<file path="src/rtl/tile_loader_c1w4h4_if.sv">
// Stream-in / tile-out bundle for the 4x4 single-channel tile loader.
// slave  : the loader itself (consumes pixels, produces the tile).
// master : the environment (pixel source and tile consumer).
interface tile_loader_c1w4h4_if #(
  parameter int BITWIDTH = 1
);
  // Pixel stream side
  logic signed [BITWIDTH:0] in_data;
  logic                     in_valid;
  logic                     in_last;
  logic                     in_ready;

  // Tile side, xRC = row R, column C
  logic signed [BITWIDTH:0] x00, x01, x02, x03;
  logic signed [BITWIDTH:0] x10, x11, x12, x13;
  logic signed [BITWIDTH:0] x20, x21, x22, x23;
  logic signed [BITWIDTH:0] x30, x31, x32, x33;
  logic                     tile_valid;
  logic                     tile_ready;

  // Status
  logic                     err;
  logic [7:0]               tile_cnt;

  modport slave (
    input  in_data, in_valid, in_last, tile_ready,
    output in_ready, tile_valid, err, tile_cnt,
    output x00, x01, x02, x03, x10, x11, x12, x13,
    output x20, x21, x22, x23, x30, x31, x32, x33
  );

  modport master (
    output in_data, in_valid, in_last, tile_ready,
    input  in_ready, tile_valid, err, tile_cnt,
    input  x00, x01, x02, x03, x10, x11, x12, x13,
    input  x20, x21, x22, x23, x30, x31, x32, x33
  );
endinterface

</file>
<file path="src/rtl/tile_loader_c1w4h4.sv">
// Tile loader: assembles 16 raster-order pixels into a 4x4 tile for the
// 2x2-kernel conv stage, with framing-error detection and a tile counter.
// Optional macro TILE_LOADER_DBUF_EN adds a shadow bank so the next tile can
// stream in while the current one is still held (back-to-back tiles).
module tile_loader_c1w4h4 #(
  parameter int BITWIDTH = 1
) (
  input  logic                clk_en,
  input  logic                rst_n,
  input  logic                clear,
  tile_loader_c1w4h4_if.slave bus
);

  typedef enum logic {FILL = 1'b0, HOLD = 1'b1} state_t;

  state_t                   state_q;
  logic [3:0]               pix_cnt_q;
  logic signed [BITWIDTH:0] x_q [16];
  logic                     err_q;
  logic [7:0]               tile_cnt_q;

  logic in_ready_w;
  logic tile_valid_w;
  logic xfer;
  logic hs;
  logic early_last;
  logic last_beat;

`ifdef TILE_LOADER_DBUF_EN
  // Pixels are always assembled in the shadow bank; the front bank (x_q) is
  // only ever loaded with a complete tile, so the consumer never sees a
  // partially overwritten tile.
  logic signed [BITWIDTH:0] sh_q [16];
  logic signed [BITWIDTH:0] load_w [16];
  logic                     sh_full_q;

  assign in_ready_w = ~sh_full_q;

  // Tile to present next: the shadow bank, with the final pixel bypassed in
  // when it arrives on the same edge the front bank is loaded.
  for (genvar gi = 0; gi < 16; gi++) begin : g_load
    if (gi == 15) begin : g_tail
      assign load_w[gi] = last_beat ? bus.in_data : sh_q[gi];
    end else begin : g_body
      assign load_w[gi] = sh_q[gi];
    end
  end
`else
  assign in_ready_w = (state_q == FILL);
`endif

  assign tile_valid_w   = (state_q == HOLD);
  assign bus.in_ready   = in_ready_w;
  assign bus.tile_valid = tile_valid_w;
  assign bus.err        = err_q;
  assign bus.tile_cnt   = tile_cnt_q;

  assign bus.x00 = x_q[0];
  assign bus.x01 = x_q[1];
  assign bus.x02 = x_q[2];
  assign bus.x03 = x_q[3];
  assign bus.x10 = x_q[4];
  assign bus.x11 = x_q[5];
  assign bus.x12 = x_q[6];
  assign bus.x13 = x_q[7];
  assign bus.x20 = x_q[8];
  assign bus.x21 = x_q[9];
  assign bus.x22 = x_q[10];
  assign bus.x23 = x_q[11];
  assign bus.x30 = x_q[12];
  assign bus.x31 = x_q[13];
  assign bus.x32 = x_q[14];
  assign bus.x33 = x_q[15];

  // Handshake decode: a beat that ends a tile early aborts it, the 16th beat completes it.
  always_comb begin
    xfer       = bus.in_valid & in_ready_w;
    hs         = tile_valid_w & bus.tile_ready;
    early_last = xfer & bus.in_last & (pix_cnt_q != 4'd15);
    last_beat  = xfer & (pix_cnt_q == 4'd15);
  end

  // Loader FSM, pixel banks, error flag and tile counter.
  always_ff @(posedge clk_en or negedge rst_n) begin
    if (!rst_n) begin
      state_q    <= FILL;
      pix_cnt_q  <= 4'd0;
      err_q      <= 1'b0;
      tile_cnt_q <= 8'd0;
      for (int i = 0; i < 16; i++) begin
        x_q[i] <= '0;
      end
`ifdef TILE_LOADER_DBUF_EN
      sh_full_q <= 1'b0;
      for (int i = 0; i < 16; i++) begin
        sh_q[i] <= '0;
      end
`endif
    end else if (clear) begin
      // Flush wins over everything; any beat or handshake this cycle is dropped.
      state_q   <= FILL;
      pix_cnt_q <= 4'd0;
      err_q     <= 1'b0;
`ifdef TILE_LOADER_DBUF_EN
      sh_full_q <= 1'b0;
`endif
    end else begin
      if (early_last) begin
        // Short tile: discard it and restart from pixel 0.
        err_q     <= 1'b1;
        pix_cnt_q <= 4'd0;
      end else if (xfer) begin
`ifdef TILE_LOADER_DBUF_EN
        sh_q[pix_cnt_q] <= bus.in_data;
`else
        x_q[pix_cnt_q]  <= bus.in_data;
`endif
        // 4-bit counter wraps 15 -> 0 at the end of a tile.
        pix_cnt_q <= pix_cnt_q + 4'd1;
        if (last_beat && !bus.in_last) begin
          err_q <= 1'b1;
        end
      end

      if (hs) begin
        tile_cnt_q <= tile_cnt_q + 8'd1;
      end

`ifdef TILE_LOADER_DBUF_EN
      if (hs) begin
        if (sh_full_q || last_beat) begin
          // Next tile is ready: swap it in, tile_valid stays high.
          for (int i = 0; i < 16; i++) begin
            x_q[i] <= load_w[i];
          end
          sh_full_q <= 1'b0;
        end else begin
          state_q <= FILL;
        end
      end else if (last_beat) begin
        if (state_q == HOLD) begin
          sh_full_q <= 1'b1;
        end else begin
          for (int i = 0; i < 16; i++) begin
            x_q[i] <= load_w[i];
          end
          state_q <= HOLD;
        end
      end
`else
      if (last_beat) begin
        state_q <= HOLD;
      end else if (hs) begin
        state_q <= FILL;
      end
`endif
    end
  end

endmodule
</file>
<file path="src/flat_wrapper.sv">
// flat-port wrapper written by rule: the top's interface ports become plain ports
module tile_loader_c1w4h4_flat 
#(
  parameter int BITWIDTH = 1
)
  (clk_en, rst_n, clear, bus_in_data, bus_in_valid, bus_in_last, bus_tile_ready, bus_in_ready, bus_tile_valid, bus_err, bus_tile_cnt, bus_x00, bus_x01, bus_x02, bus_x03, bus_x10, bus_x11, bus_x12, bus_x13, bus_x20, bus_x21, bus_x22, bus_x23, bus_x30, bus_x31, bus_x32, bus_x33);
  tile_loader_c1w4h4_if #(.BITWIDTH(BITWIDTH)) bus_i ();
  input  logic clk_en;
  input  logic rst_n;
  input  logic clear;
  input wire logic [$bits(bus_i.in_data)-1:0] bus_in_data;
  input wire logic [$bits(bus_i.in_valid)-1:0] bus_in_valid;
  input wire logic [$bits(bus_i.in_last)-1:0] bus_in_last;
  input wire logic [$bits(bus_i.tile_ready)-1:0] bus_tile_ready;
  output wire logic [$bits(bus_i.in_ready)-1:0] bus_in_ready;
  output wire logic [$bits(bus_i.tile_valid)-1:0] bus_tile_valid;
  output wire logic [$bits(bus_i.err)-1:0] bus_err;
  output wire logic [$bits(bus_i.tile_cnt)-1:0] bus_tile_cnt;
  output wire logic [$bits(bus_i.x00)-1:0] bus_x00;
  output wire logic [$bits(bus_i.x01)-1:0] bus_x01;
  output wire logic [$bits(bus_i.x02)-1:0] bus_x02;
  output wire logic [$bits(bus_i.x03)-1:0] bus_x03;
  output wire logic [$bits(bus_i.x10)-1:0] bus_x10;
  output wire logic [$bits(bus_i.x11)-1:0] bus_x11;
  output wire logic [$bits(bus_i.x12)-1:0] bus_x12;
  output wire logic [$bits(bus_i.x13)-1:0] bus_x13;
  output wire logic [$bits(bus_i.x20)-1:0] bus_x20;
  output wire logic [$bits(bus_i.x21)-1:0] bus_x21;
  output wire logic [$bits(bus_i.x22)-1:0] bus_x22;
  output wire logic [$bits(bus_i.x23)-1:0] bus_x23;
  output wire logic [$bits(bus_i.x30)-1:0] bus_x30;
  output wire logic [$bits(bus_i.x31)-1:0] bus_x31;
  output wire logic [$bits(bus_i.x32)-1:0] bus_x32;
  output wire logic [$bits(bus_i.x33)-1:0] bus_x33;
  assign bus_i.in_data = bus_in_data;
  assign bus_i.in_valid = bus_in_valid;
  assign bus_i.in_last = bus_in_last;
  assign bus_i.tile_ready = bus_tile_ready;
  assign bus_in_ready = bus_i.in_ready;
  assign bus_tile_valid = bus_i.tile_valid;
  assign bus_err = bus_i.err;
  assign bus_tile_cnt = bus_i.tile_cnt;
  assign bus_x00 = bus_i.x00;
  assign bus_x01 = bus_i.x01;
  assign bus_x02 = bus_i.x02;
  assign bus_x03 = bus_i.x03;
  assign bus_x10 = bus_i.x10;
  assign bus_x11 = bus_i.x11;
  assign bus_x12 = bus_i.x12;
  assign bus_x13 = bus_i.x13;
  assign bus_x20 = bus_i.x20;
  assign bus_x21 = bus_i.x21;
  assign bus_x22 = bus_i.x22;
  assign bus_x23 = bus_i.x23;
  assign bus_x30 = bus_i.x30;
  assign bus_x31 = bus_i.x31;
  assign bus_x32 = bus_i.x32;
  assign bus_x33 = bus_i.x33;
  tile_loader_c1w4h4 #(.BITWIDTH(BITWIDTH)) u_core (.clk_en(clk_en), .rst_n(rst_n), .clear(clear), .bus(bus_i));
endmodule
</file>
<file path="config.mk">
export PLATFORM = sky130hd
export DESIGN_NAME = tile_loader_c1w4h4_flat
export DESIGN_NICKNAME = d
export VERILOG_FILES = /design/src/rtl/tile_loader_c1w4h4_if.sv /design/src/rtl/tile_loader_c1w4h4.sv /design/src/flat_wrapper.sv
export SDC_FILE = /design/constraint.sdc
export NUM_CORES = 1
export LEC_CHECK = 0
export CAP_MARGIN = 5
export CORE_AREA = 8 8 112 63
export DETAILED_ROUTE_END_ITERATION = 8
export DIE_AREA = 0 0 120 71
export GPL_TIMING_DRIVEN = 1
export HOLD_SLACK_MARGIN = 0.1
export PLACE_DENSITY = 0.73
export SYNTH_ARGS = -nofsm -noshare
export SYNTH_HDL_FRONTEND = slang
export SYNTH_SLANG_ARGS = --single-unit
</file>
<file path="constraint.sdc">
create_clock -name clk_en -period 1.8 [get_ports clk_en]
set_input_delay 0.36 -clock clk_en [delete_from_list [all_inputs] [get_ports clk_en]]
set_output_delay 0.36 -clock clk_en [all_outputs]
set_load 0.02 [all_outputs]
</file>
==> impl_metrics.yaml <==
clock_network:
  max-clock-path-buffers: 2
  clkLatencyLatePin_ns: 0.30
  tritoncts: "done"
  htreeDepth: 2
  root_buffer: "clkbuf_8"
  clk_pin_slew_ns: 0.09
  cts-buffers-inserted: 5
  clkSinkCount: 46
synthesis:
  synthDominantCellAreaShare_pct: 54.5
  yosys_register_bits: 46
  synth_area_leaders: "dfrtp_1 (55%), mux2_2 (17%), ha_1 (3.0%), xnor2_1 (2.1%), nand3_1 (1.9%)"
  synth_seq_area_share_pct: 54.5
  yosysTopAreaCell: "dfrtp_1"
  syn-instance-count: 169
  ys_warn_count: 0
  synthesis.nets: 182
  synth_area_sq_um: 2110
  synthDistinctLibCells: 33
  syn_area_per_cell_sq_um: 12.5
critical_path:
  critPathSlowestCell: "or4b_4"
  path_buf_inv: 1
  required_ns: 2.00
  reg2reg_to: "u_core.bus.x30[0]$_DFFE_PN0P_"
  startpoint: "bus_in_valid"
  crit_path_max_fanout: 4
  path_cells: "clkdlybuf4s50_1 > or4b_4 > nor3_4 > mux2_2"
  critPathLaunchType: "input port"
  cp_data_arrival_time_ns: 1.96
  r2r_cells: 6
  crit_family: "simple AND/OR/NAND/NOR gates"
  slowest_delay_ns: 0.54
  reg2reg_from: "u_core.pix_cnt_q[0]$_DFFE_PN0P_"
  end_kind: "flip-flop"
  r2r_slack_ns: 0.05
  path_class: "input port to flip-flop"
power_and_ir_drop:
  combinationalPowerShare_pct: 12.9
  p_clk_share_pct: 32.5
  sw_frac_of_total_pct: 26.3
  irDropWorstVdd_mv: 0.320
  leakage_nw: 1.41
  cellPowerDensity_nw_per_um2: 657
  p_sw_w: 0.000520
  p_int_w: 0.00146
  p_seq_share_pct: 54.7
  total_power_w: 0.00198
routing:
  wl_per_cell_microns: 16.1
  drt_iter0_markers: 73
  antenna_left: 0
  vias: 1587
  dr.pass1.iters: 4
  drt-total-wl_microns: 5240
  drc: 0
  vias_per_cell: 4.87
timing:
  fmax_mhz: 567
  maxSlewViolCount: 0
  min_period_over_period_pct: 97.9
  layout_setup_ws_ns: 0.0377
  relSlewSlack_pct: 73.3
  setup_violations: 0
  worstMarginPinSlew_ns: 0.400
  timing.final.crit_period_ns: 1.76
  hold_violations: 0
  finClkSkew_ns: 0.0110
final_layout:
  diodes: 0
  layout-drive-gt1-share_pct: 32.1
  mostFrequentLayoutCells: "clkdlybuf4s50_1 (45), dfrtp_1 (44), mux2_2 (32)"
  stdcell_area_sq_um: 3010
  nNetsFinal: 261
  largest_reg_flops: 8
  synthToLayoutAreaGrowth_pct: 42.7
  final_common_cell: "clkdlybuf4s50_1"
place:
  dpl_cell_area_sq_um: 2860
  place_congestion: 0.854
  hpwl_microns: 3880
  dp_slack_ns: -0.295
  portBuffers: 50
global_routing:
  grt_pass1_wl_microns: 8670
  grt_overflow: 0
  antenna_found_initial: 0
  grt_pass1_vias: 1624
  grt_max_degree: 21
  grt_use_total_pct: 12.7
hold_path:
  min_to: "u_core.bus.tile_cnt[7]$_DFFE_PN0P_"
  hp-class: "flip-flop to flip-flop"
  hp-start: "u_core.bus.tile_cnt[7]$_DFFE_PN0P_"
  hold-path-cell-count: 1
floorplanning:
  core-area_sq_um: 5630
  fp.dieW_microns: 120
  die_h_microns: 71
  die_area_sq_um: 8520
  initial_core_util_pct: 37.5
  num_io_pins: 51
  rows: 20
run:
  drv_cap: 0
status:
  status: "completed"
cells in the mapped netlist (all sizes together):
cell type / count
ha: 5
clkbuf: 5
or4b: 1
nor2b: 6
dfrtp: 46
a21oi: 4
and4b: 1
nand4b: 1
inv: 5
nor4b: 1
o211ai: 2
nand2: 9
nand2b: 4
a31oi: 1
and3b: 1
o21ai: 2
mux2i: 1
a211oi: 1
nand3: 8
nor3b: 1
mux2: 32
nand3b: 3
nor3: 6
xor2: 3
a2bb2oi: 1
nand4: 3
xnor2: 5
nor4: 3
buf: 1
and3: 2
nor2: 5
through the flow:
step | std cells | utilization (%) | hold slack, ns | setup TNS, ns
after global routing | 326 | 53.5 | 0.502 | -0.134
after global placement | 315 | 50.8 | 0.278 | -5.38
after CTS | 325 | 52.7 | 0.473 | 0
after detailed placement | 315 | 50.8 | 0.282 | -5.83
final | 326 | 53.5 | 0.467 | 0
after floorplan | 169 | - | 0.0644 | 0
cell type report:
type	count	area [sq um]
Fill cell	507	2620
Sequential cell	46	1150
Multi-Input combinational cell	112	945
Timing Repair Buffer	78	711
Tap cell	77	96.3
Clock buffer	5	68.8
Clock inverter	3	21.3
Inverter	5	18.8
cells by family (layout without fill, tap and decap cells):
group | after synthesis | count (layout) | share of synthesized area [%]
adders and majority gates | 5 | 5 | 2.96
AOI/OAI and AO/OA | 11 | 11 | 3.20
DFF | 46 | 46 | 54.5
buffers and inverters | 11 | 91 | 2.31
and+or+nand+nor | 55 | 55 | 16.2
muxes | 33 | 33 | 17.5
xor gates and xnor gates | 8 | 8 | 3.32
power groups by stage:
stage	clock network [W]	registers, W	logic, W
finish	0.000643	0.00108	0.000255
detailed placement	0	0.00110	0.000250
floorplan	0	0.00114	0.0000690
global placement	0	0.00110	0.000246
global route	0.000712	0.00109	0.000274
CTS	0.000657	0.00108	0.000254
timing repair:
item,CTS,global route
pin swaps,0,1
hold buffers,1,0
setup buffers,1,1
endpoints found under the hold margin,13,0
setup endpoints to repair,2,10
gates resized for setup,2,10
layer usage:
layer  share of wire, %  global-route usage, %
met1                 52                   18.0
met2                 39                   16.9
met3                7.9                   5.56
met4               0.99                   3.43
met5                  0                      0
worst max-delay path by stage:
| stage | to | slack (ns) | cells after the start |
|---|---|---|---|
| after floorplan | u_core.bus.x13[0]$_DFFE_PN0P_ | 0.06 | 3 |
| after global placement | u_core.bus.x13[1]$_DFFE_PN0P_ | -0.25 | 4 |
| after detailed placement | u_core.bus.x02[1]$_DFFE_PN0P_ | -0.30 | 4 |
| after CTS | u_core.bus.x02[1]$_DFFE_PN0P_ | 0.02 | 4 |
| after global routing | u_core.bus.x30[1]$_DFFE_PN0P_ | -0.07 | 6 |
| final | u_core.bus.x13[0]$_DFFE_PN0P_ | 0.04 | 4 |
Note: power is estimated with default switching activity, not from simulation.
